<file path="config.mk">
export PLATFORM = sky130hd
export DESIGN_NAME = cop0_vec
export DESIGN_NICKNAME = d
export VERILOG_FILES = /design/src/rtl/cop0_vec.sv
export SDC_FILE = /design/constraint.sdc
export NUM_CORES = 1
export LEC_CHECK = 0
export BUFFER_PORTS_ARGS = -buffer_cell sky130_fd_sc_hd__buf_2
export CAP_MARGIN = 30
export CORE_MARGIN = 5
export CORE_UTILIZATION = 53
export DETAILED_ROUTE_END_ITERATION = 10
export HOLD_SLACK_MARGIN = 0.05
export PLACE_DENSITY = 0.86
export SYNTH_ARGS = -nofsm -noshare
export SYNTH_HDL_FRONTEND = slang
export SYNTH_SLANG_ARGS = --single-unit
</file>
<file path="constraint.sdc">
create_clock -name i_clk -period 2.6 [get_ports i_clk]
set_input_delay 0.26 -clock i_clk [delete_from_list [all_inputs] [get_ports i_clk]]
set_output_delay 0.26 -clock i_clk [all_outputs]
set_load 0.02 [all_outputs]
</file>
<file path="src/rtl/cop0_vec.sv">
// Coprocessor-0 exception/interrupt controller with vectored IRQ handlers.
// Optional macro COP0_VEC_IRQ_SYNC_EN adds a 2-flop synchronizer on i_irq.
module cop0_vec #(
  parameter int          N_IRQ         = 4,
  parameter logic [31:0] BASE_VECTOR   = 32'h5,
  parameter logic [31:0] VECTOR_STRIDE = 32'h10,
  parameter logic [4:0]  STATUS_ADDR   = 5'd12,
  parameter logic [4:0]  CAUSE_ADDR    = 5'd13,
  parameter logic [4:0]  EPC_ADDR      = 5'd14,
  parameter logic [4:0]  PENDING_ADDR  = 5'd15
) (
  input  logic             i_clk,
  input  logic             i_rst_n,
  input  logic [N_IRQ-1:0] i_irq,
  input  logic             i_arithmetic_overflow,
  input  logic             i_unknown_command,
  input  logic             i_unknown_func,
  input  logic [31:0]      i_pc_to_epc_from_execute,
  input  logic [31:0]      i_pc_to_epc_from_decode,
  input  logic [31:0]      i_pc_to_epc_from_fetch,
  input  logic             i_mtc0,
  input  logic [4:0]       i_address,
  input  logic [31:0]      i_data,
  input  logic             i_eret,
  output logic             o_exeption,
  output logic [31:0]      o_handler_address,
  output logic [31:0]      o_epc_to_pc,
  output logic [31:0]      o_data
);

  typedef enum logic {IDLE, BUSY} state_t;

  state_t           state_q, state_d;
  logic [31:0]      status_q, status_d;
  logic [31:0]      cause_q, cause_d;
  logic [31:0]      epc_q, epc_d;
  logic [N_IRQ-1:0] pending_q, pending_d;
  logic [N_IRQ-1:0] irq_in, irq_cand, w1c_mask, take_mask;
  logic [2:0]       irq_id;
  logic             ovf, unk, irq_any;
  logic             take, take_ovf, take_unk, take_irq;
  logic             wr_status, wr_cause, wr_epc, wr_pending;

`ifdef COP0_VEC_IRQ_SYNC_EN
  logic [N_IRQ-1:0] irq_s1_q, irq_s1_d, irq_s2_q, irq_s2_d;

  always_comb begin
    irq_s1_d = i_irq;
    irq_s2_d = irq_s1_q;
    irq_in   = irq_s2_q;
  end

  always_ff @(posedge i_clk or negedge i_rst_n) begin
    if (!i_rst_n) begin
      irq_s1_q <= '0;
      irq_s2_q <= '0;
    end else begin
      irq_s1_q <= irq_s1_d;
      irq_s2_q <= irq_s2_d;
    end
  end
`else
  always_comb irq_in = i_irq;
`endif

  always_comb begin
    ovf      = i_arithmetic_overflow & status_q[8];
    unk      = (i_unknown_command | i_unknown_func) & status_q[9];
    irq_cand = (pending_q | irq_in) & status_q[16 +: N_IRQ];
    irq_any  = |irq_cand;
    irq_id   = 3'd0;
    for (int i = N_IRQ - 1; i >= 0; i--) begin
      if (irq_cand[i]) irq_id = 3'(i);
    end
    // Gating with i_rst_n keeps the strobe quiet while reset is held.
    take     = i_rst_n & (ovf | unk | irq_any) & status_q[0] & (state_q == IDLE);
    take_ovf = take & ovf;
    take_unk = take & ~ovf & unk;
    take_irq = take & ~ovf & ~unk;
    for (int i = 0; i < N_IRQ; i++) begin
      take_mask[i] = take_irq && (irq_id == 3'(i));
    end
  end

  always_comb begin
    wr_status  = i_mtc0 && (i_address == STATUS_ADDR);
    wr_cause   = i_mtc0 && (i_address == CAUSE_ADDR);
    wr_epc     = i_mtc0 && (i_address == EPC_ADDR);
    wr_pending = i_mtc0 && (i_address == PENDING_ADDR);
    w1c_mask   = wr_pending ? i_data[N_IRQ-1:0] : '0;

    status_d  = wr_status ? i_data : status_q;
    // A new request beats a software clear; taking the IRQ clears it regardless.
    pending_d = ((pending_q & ~w1c_mask) | irq_in) & ~take_mask;

    cause_d = cause_q;
    if (take)          cause_d = {16'b0, 1'b0, (take_irq ? irq_id : 3'd0), 9'b0,
                                  take_ovf, take_unk, take_irq};
    else if (wr_cause) cause_d = i_data;

    epc_d = epc_q;
    if (take_ovf)      epc_d = i_pc_to_epc_from_execute;
    else if (take_unk) epc_d = i_pc_to_epc_from_decode;
    else if (take_irq) epc_d = i_pc_to_epc_from_fetch;
    else if (wr_epc)   epc_d = i_data;

    state_d = state_q;
    case (state_q)
      IDLE:    if (take)   state_d = BUSY;
      BUSY:    if (i_eret) state_d = IDLE;
      default: state_d = IDLE;
    endcase
  end

  always_ff @(posedge i_clk or negedge i_rst_n) begin
    if (!i_rst_n) begin
      state_q   <= IDLE;
      status_q  <= 32'h0000_0101;
      cause_q   <= '0;
      epc_q     <= '0;
      pending_q <= '0;
    end else begin
      state_q   <= state_d;
      status_q  <= status_d;
      cause_q   <= cause_d;
      epc_q     <= epc_d;
      pending_q <= pending_d;
    end
  end

  always_comb begin
    o_exeption        = take;
    o_handler_address = take_irq ? BASE_VECTOR + ({29'd0, irq_id} + 32'd1) * VECTOR_STRIDE
                                 : BASE_VECTOR;
    o_epc_to_pc       = epc_q;
    o_data            = 32'd0;
    if (i_address == STATUS_ADDR)       o_data = status_q;
    else if (i_address == CAUSE_ADDR)   o_data = cause_q;
    else if (i_address == EPC_ADDR)     o_data = epc_q;
    else if (i_address == PENDING_ADDR) o_data = {{(32-N_IRQ){1'b0}}, pending_q};
  end

endmodule

</file>
After elaboration in Yosys (flattened, before gate mapping)
Index checks and enable logic that the tools add are counted.

Add/sub/neg operators: 2. Multiply operators: 0. Divide/modulo/power cells: 0. Magnitude comparators: 0. Eq/ne operators: 7. Shift operators: 0. Muxes and demuxes: 20. Bitwise operators: 22. Reduce and logical (&&, ||, !) cells: 12.

Operators with widths (count): 2-to-1 mux 32 bit (9); == test 5 x 4 -> 1 bit (second input constant) (4); AND 4 bit (3); 2-to-1 mux 3 bit (4); adder 3 x 8 -> 9 bit (first input constant) (1); AND 1 bit (9); 2-to-1 mux 9 bit (1); logical AND 1 bit (8); 2-to-1 mux 4 bit (2); inverter 4 bit (2); OR 4 bit (2); == test 3 x 2 -> 1 bit (second input constant) (2); adder 3 x 1 -> 4 bit (second input constant) (1); nonzero test 4 bit (1); OR reduction 4 bit (1); == test 3 x 1 -> 1 bit (second input constant) (1); logical NOT 3 bit (1); inverter 1 bit (3); OR 1 bit (3); 2-to-1 mux 1 bit (2); 2-to-1 mux 2 bit (1); one-hot mux 1 bit (2 select lines) (1); nonzero test 2 bit (1).

Flip-flop bits (word level): 101. Bits in latches: 0. Bits in writable memories: 0. ROM bits: 0. Bits of input ports: 144. Logic and storage cells: 68. Memories kept: 0.

Depth between registers and ports, before layout
Gate-level depths: netlist of the first run.

Depth after elaboration: 12. Mapped depth: 7. Gate-level depth less buffers: 6.

Least setup slack after synthesis of the first run
No wires, ideal clock.

Path type: register -> output. Start point: register status_q[0]. End point: output port o_handler_address[6]. Arrival: 1590 ps. Data required time: 2340 ps. Path slack: 750 ps. Cell stages (with the launch flop): 7. Path through: dfstp_2 -> nand3b_4 -> nor3_2 -> buf_4 -> buf_6 -> nand4_1 -> nor2_1.

Longest elaborated chain between the ends: 5.

Ends and longest elaborated chain: start: declaration (RTL line 34) `logic [31:0] status_q, status_d;`; start signal: assignment (RTL line 124) `status_q <= status_d;`; AND 1 bit (2 in a row) (RTL line 76) `take = i_rst_n & (ovf | unk | irq_any) & status_q[0] & (state_q == IDLE);`; AND 1 bit (2 in a row) (RTL line 79) `take_irq = take & ~ovf & ~unk;`; 2-to-1 mux 9 bit (RTL line 133) `o_handler_address = take_irq ? BASE_VECTOR + ({29'd0, irq_id} + 32'd1) * VECTOR_STRIDE`; end: declaration (RTL line 26) `output logic [31:0] o_handler_address,`.

No other way between the ends.

Final worst setup path of the first run
Ends and elaborated chain as after synthesis.

==> results of run 1 <==
registers in the layout (all words and copies together), names as in the netlist:
signal	flops
pending_q	4
state_q	1
status_q	32
cause_q	32
o_epc_to_pc	32
metrics by stage:
stage | util [%] | setup WS [ps] | hold WS, ps
after global routing | 66.15 | 0.7694 | 79.55
after detailed placement | 64.06 | 370.4 | 387.4
final | 66.15 | 59.49 | 74.66
after floorplan | - | 749.5 | -35.59
after global placement | 64.06 | 398.8 | 376.5
after CTS | 66.12 | 79.09 | 62.21
per-layer routing:
| layer | global-route usage (%) | up-vias | share of wire, % | routed length (um) |
|---|---|---|---|---|
| met5 | 0 | - | 0 | 0 |
| met3 | 5.737 | 47 | 11 | 2140 |
| met2 | 49.04 | 435 | 49 | 9838 |
| met4 | 12.21 | 0 | 2.9 | 588 |
| li1 | - | 2667 | - | - |
| met1 | 38.19 | 2890 | 38 | 7583 |
Yosys cell counts, drive strengths merged:
library cell  count
nor3              3
o21a              4
nand4b            1
a31oi            32
or3               1
and2              2
a21oi            62
nand3             2
o22ai             5
dfstp             2
a32oi            33
mux2i             7
conb              2
nor2             36
and4b             1
nand2            95
nand3b            1
and3              2
clkbuf           29
a21o              1
o31a              1
inv               2
nor2b             1
o31ai            32
a21boi           32
o211a             1
o21ai            12
nand4             2
mux2             32
a41oi             2
buf              58
dfrtp            99
a2bb2oi           3
a221oi           28
worst max-delay path: stages (launching register included):
cell and delay [ps]:
dfstp_2 590, nand3b_4 140, nor3_4 270, buf_4 290, nand4_1 170, nor2_1 220, buf_2 230
cell families after synthesis:
family                 count (synthesis)  synth area share, %
muxes                                 39                7.371
buffers and inverters                 89                8.528
other                                  2               0.1286
DFF                                  101                43.33
AOI/OAI and AO/OA                    248                29.72
and+or+nand+nor                      147                10.93
final cells by class:
class | count | area, um^2
Sequential cell | 101 | 2530
Multi-Input combinational cell | 463 | 2940
Tap cell | 140 | 175.2
Timing Repair Buffer | 240 | 1304
Clock buffer | 10 | 137.6
Inverter | 2 | 7.507
Fill cell | 889 | 3670
Clock inverter | 6 | 76.32
worst max-delay path by stage:
stage	from	endpoint	slack [ps]	cells past startpoint
after floorplan	status_q[0]	o_handler_address[6]	750	6
after global placement	i_unknown_func	cause_q[12]	400	9
after detailed placement	i_unknown_func	cause_q[12]	370	9
after CTS	status_q[16]	o_handler_address[4]	80	6
after global routing	status_q[0]	o_handler_address[6]	0.8	6
final	status_q[0]	o_handler_address[6]	60	6
cells in the final DEF (no fill, tap or decap), types with 2 or more instances in the layout:
cell / count
mux2i_1: 7
conb_1: 29
buf_2: 210
mux2_2: 32
o21ai_0: 7
a41oi_1: 2
inv_6: 3
o21a_1: 4
o22ai_1: 5
and3_1: 2
a2bb2oi_1: 3
inv_1: 2
buf_12: 2
dfstp_2: 2
o21ai_1: 2
dfrtp_1: 99
a21boi_1: 14
a221oi_1: 28
a32oi_1: 33
buf_4: 27
and2_1: 2
nor2_1: 35
a21boi_0: 18
o21ai_4: 2
nand2_1: 93
o31ai_1: 32
a21oi_1: 62
clkbuf_8: 10
nor3_4: 3
nand2_2: 2
a31oi_1: 32
what timing repair did:
action	4_1_cts	5_1_grt
gates resized for setup	0	1
hold endpoints to repair	34	0
hold buffers	1	0
setup buffers	0	0
setup endpoints to repair	0	1
power breakdown:
| part | internal (W) | switching, W | total, W |
|---|---|---|---|
| Combinational | 0.000778 | 0.00118 | 0.00196 |
| Clock | 0.000491 | 0.000583 | 0.00107 |
| Sequential | 0.00202 | 0.000342 | 0.00237 |
==> out/results.ini, run 1 <==
[layout]
drive_gt1_share_pct = 36.62
synthToLayoutAreaGrowth_pct = 22.80
final_area_mm2 = 0.007171
layout.nets = 961
diodes = 0
stdcell_count = 962

[global_route]
grt_pass1_vias = 6186
grt_pass1_wl_mm = 31.17
antenna_found_initial = 0
grt_util_all_layers_pct = 29.61
grt_overflow = 0
grt_max_degree = 66

[synth]
postSynthCellCount = 626
ys_ff_latch = 101
syn_area_mm2 = 0.005839
synth_warnings = 0
yosysTopAreaCellShare_pct = 42.43
yosysTopAreaCell = dfrtp_1
syn_area_per_cell_um2 = 9.328
synth-seq-area-share_pct = 43.33
synthTopCellsByArea = dfrtp_1 42%, mux2_2 6.2%, nand2_1 6.1%, a21oi_1 5.3%, a32oi_1 4.9%
synth_cell_types = 44

[power_and_ir_drop]
ir_drop_v = 0.0004323
p_per_area_mw_per_mm2 = 753.3
power_w = 0.005401
power_leakage_nw = 3.405

[routing]
num_vias = 6039
ant_nets = 0
wl_per_cell_um = 20.95
drt_iter0_drc = 740
drt_first_pass_iters = 6
wirelength_mm = 20.15
drc = 0
detail_route.vias_per_cell = 6.278

[floorplan]
rows = 38
core_area_mm2 = 0.01084
fp.dieW_um = 115.0
dieArea_mm2 = 0.01322
start_util_pct = 53.87
fp.dieH_um = 115.0
io_pins = 241

[min_path]
holdCritStartpoint = i_eret
hold_path_end = state_q
hold_class = input port to flip-flop
whs_path_depth = 2

[worst_setup_path]
r2r_start = status_q[9]
reg2reg_setup_slack_ps = 460
worstSetupPathType = flip-flop to output port
worstRegToRegCells = 8
arrival_ps = 2280
critical_path.max_fanout = 18
endpoint_kind = output port
rr_endpoint = cause_q[12]
start_kind = flip-flop
cp.required_ps = 2340

[timing]
worst_slew_pin_slew_ps = 851.3
slew_headroom_pct = 43.25
setup-violations-final = 0
hold_viol_final = 0
skew_ps = 12.35
fmax_mhz = 393.6
period_minus_slack_ps = 2541
slew_viol_final = 0
finalCritPeriodShare_pct = 97.71
tns_ps = 0
rsz0062_at_grt = false

[clock_tree]
insertion_delay_ps = 370
clkTransAtPathRegs_ps = 110
ctsRootBufferMaster = clkbuf_8
clockBufferDepth = 2
cts_made_buffers = 9
tritoncts = built
cts.sinks = 101
htreeDepth = 3

[placed_design]
hpwl_mm = 14.26
placed_cells = 945
gp_congestion = 0.8842
placed_cell_area_mm2 = 0.006944
port-buffer-count = 211

[run_status]
status = completed

[flow_run]
maxCapViolations = 0

(Power assumes the default switching activity.)
==> run 2, diff against run 1 <==
Settings changed: CAP_MARGIN 30 to 20, CORE_UTILIZATION 53 to 54, CTS_BUF_LIST set to sky130_fd_sc_hd__clkbuf_8, PLACE_DENSITY 0.86 to 0.87.
==> out/results.ini, run 2 (synthesis gave the netlist of run 1 again) <==
[placed_design]
hpwl_mm = 14.53
port-buffer-count = 211
post-place-ws_ps = 388.3
gp_congestion = 0.9229

[layout]
layout.nets = 963
diodes = 0
drive_gt1_share_pct = 36.53
layout_commonest_cell = buf_2
synthToLayoutAreaGrowth_pct = 22.88
layout_common_cells = 210 x buf_2, 99 x dfrtp_1, 95 x nand2_1

[worst_setup_path]
start_kind = flip-flop
cpMaxStageDelayCell = dfstp_2
endpoint_kind = output port
cp.required_ps = 2340
worstSetupPathType = flip-flop to output port
critical_path.max_fanout = 12
arrival_ps = 2250
cpPeakStageDelay_ps = 590
worstPathCellList = nand3b_4, nor3_4, buf_4, o211a_1, buf_2

[timing]
finalCritPeriodShare_pct = 96.60
rsz0062_at_grt = false
slew_headroom_pct = 50.53
slew_viol_final = 0
period_minus_slack_ps = 2512
worst_slew_pin_slew_ps = 742.1
fmax_mhz = 398.1
tns_ps = 0
setup-violations-final = 0
fin_ws_ps = 88.34
skew_ps = 11.98
hold_viol_final = 0

[floorplan]
io_pins = 241
dieArea_mm2 = 0.01299
fp.dieH_um = 114.0
rows = 38
fp.dieW_um = 114.0
start_util_pct = 54.58
core_area_mm2 = 0.01070

[power_and_ir_drop]
power_leakage_nw = 3.406
p_per_area_mw_per_mm2 = 755.2
ir_drop_v = 0.0003791

[clock_tree]
htreeDepth = 3
tritoncts = built
ctsRootBufferMaster = clkbuf_8
cts_made_buffers = 9
cts.repair.resized = 0
insertion_delay_ps = 370
clkTransAtPathRegs_ps = 110
clockBufferDepth = 2
cts.sinks = 101

[routing]
wl_per_cell_um = 20.74
ant_nets = 0
num_vias = 6127
drt_first_pass_iters = 5
detail_route.vias_per_cell = 6.356
wirelength_mm = 20.00
drt_iter0_drc = 676
drc = 0

[global_route]
grt_util_all_layers_pct = 29.82
grt_pass1_wl_mm = 30.99
grt_pass1_vias = 6123
grt_overflow = 0
antenna_found_initial = 0
grt_max_degree = 58

[min_path]
hold_class = input port to flip-flop

[run_status]
status = completed

[flow_run]
maxCapViolations = 0

run 2: power breakdown:
| part | total [W] | internal [W] | switching [W] |
|---|---|---|---|
| Clock | 0.00108 | 0.000472 | 0.000608 |
| Combinational | 0.00196 | 0.000774 | 0.00119 |
| Sequential | 0.00237 | 0.00202 | 0.000351 |
run 2: worst paths after layout:
path / from / to / slack (ps) / depth (start not counted)
worst max-delay path: status_q[0] / o_handler_address[5] / 90 / 5
worst min-delay path: i_eret / state_q / 70 / 2
worst max register to register: status_q[0] / o_epc_to_pc[13] / 340 / 6
worst min register to register: status_q[12] / status_q[12] / 520 / 1
max in group asynchronous: i_rst_n / o_epc_to_pc[10] / 1460 / 3
min in group asynchronous: i_rst_n / status_q[1] / 580 / 3
run 2: routing by layer:
metal	vias up	routed length [um]	share of wire (%)	GRT usage, %
met5	-	0	0	0
met4	0	775	3.9	14.33
met3	70	1946	9.7	4.244
met2	457	9810	49	49.22
met1	2911	7463	37	38.64
li1	2689	-	-	-
run 2: area by class of cell:
| cell class | count | area [um^2] |
|---|---|---|
| flip-flops and latches | 101 | 2530 |
| repair buffers | 242 | 1306 |
| clock inverters | 7 | 92.59 |
| fillers | 873 | 3522 |
| clock buffers | 9 | 123.9 |
| well taps | 140 | 175.2 |
| inverters | 2 | 7.507 |
| multi-input cells | 463 | 2940 |
run 2: worst max-delay path, delay by kind of cell (launching register included):
kind / cells / cell delay, ps
buffers and inverters: 2 / 450
DFF: 1 / 590
AOI/OAI and AO/OA: 1 / 190
and+or+nand+nor: 2 / 650
run 2: through the flow:
stage / utilization (%) / hold slack [ps] / total power [W] / instance area (um^2) / std cells
finish: 67.08 / 73.43 / 0.005419 / 7176 / 964
global route: 67.08 / 67.24 / 0.005693 / 7176 / 964
CTS: 67.08 / 63.20 / 0.005401 / 7176 / 964
detailed placement: 64.96 / 437.6 / 0.004342 / 6949 / 947
global placement: 64.96 / 423.7 / 0.004241 / 6949 / 947
floorplan: - / -35.59 / 0.003582 / 5941 / 653
run 2: repair_timing:
item                      in CTS  in global routing
hold endpoints to repair      44                  0
buffers inserted               0                  0
hold buffers                   1                  0
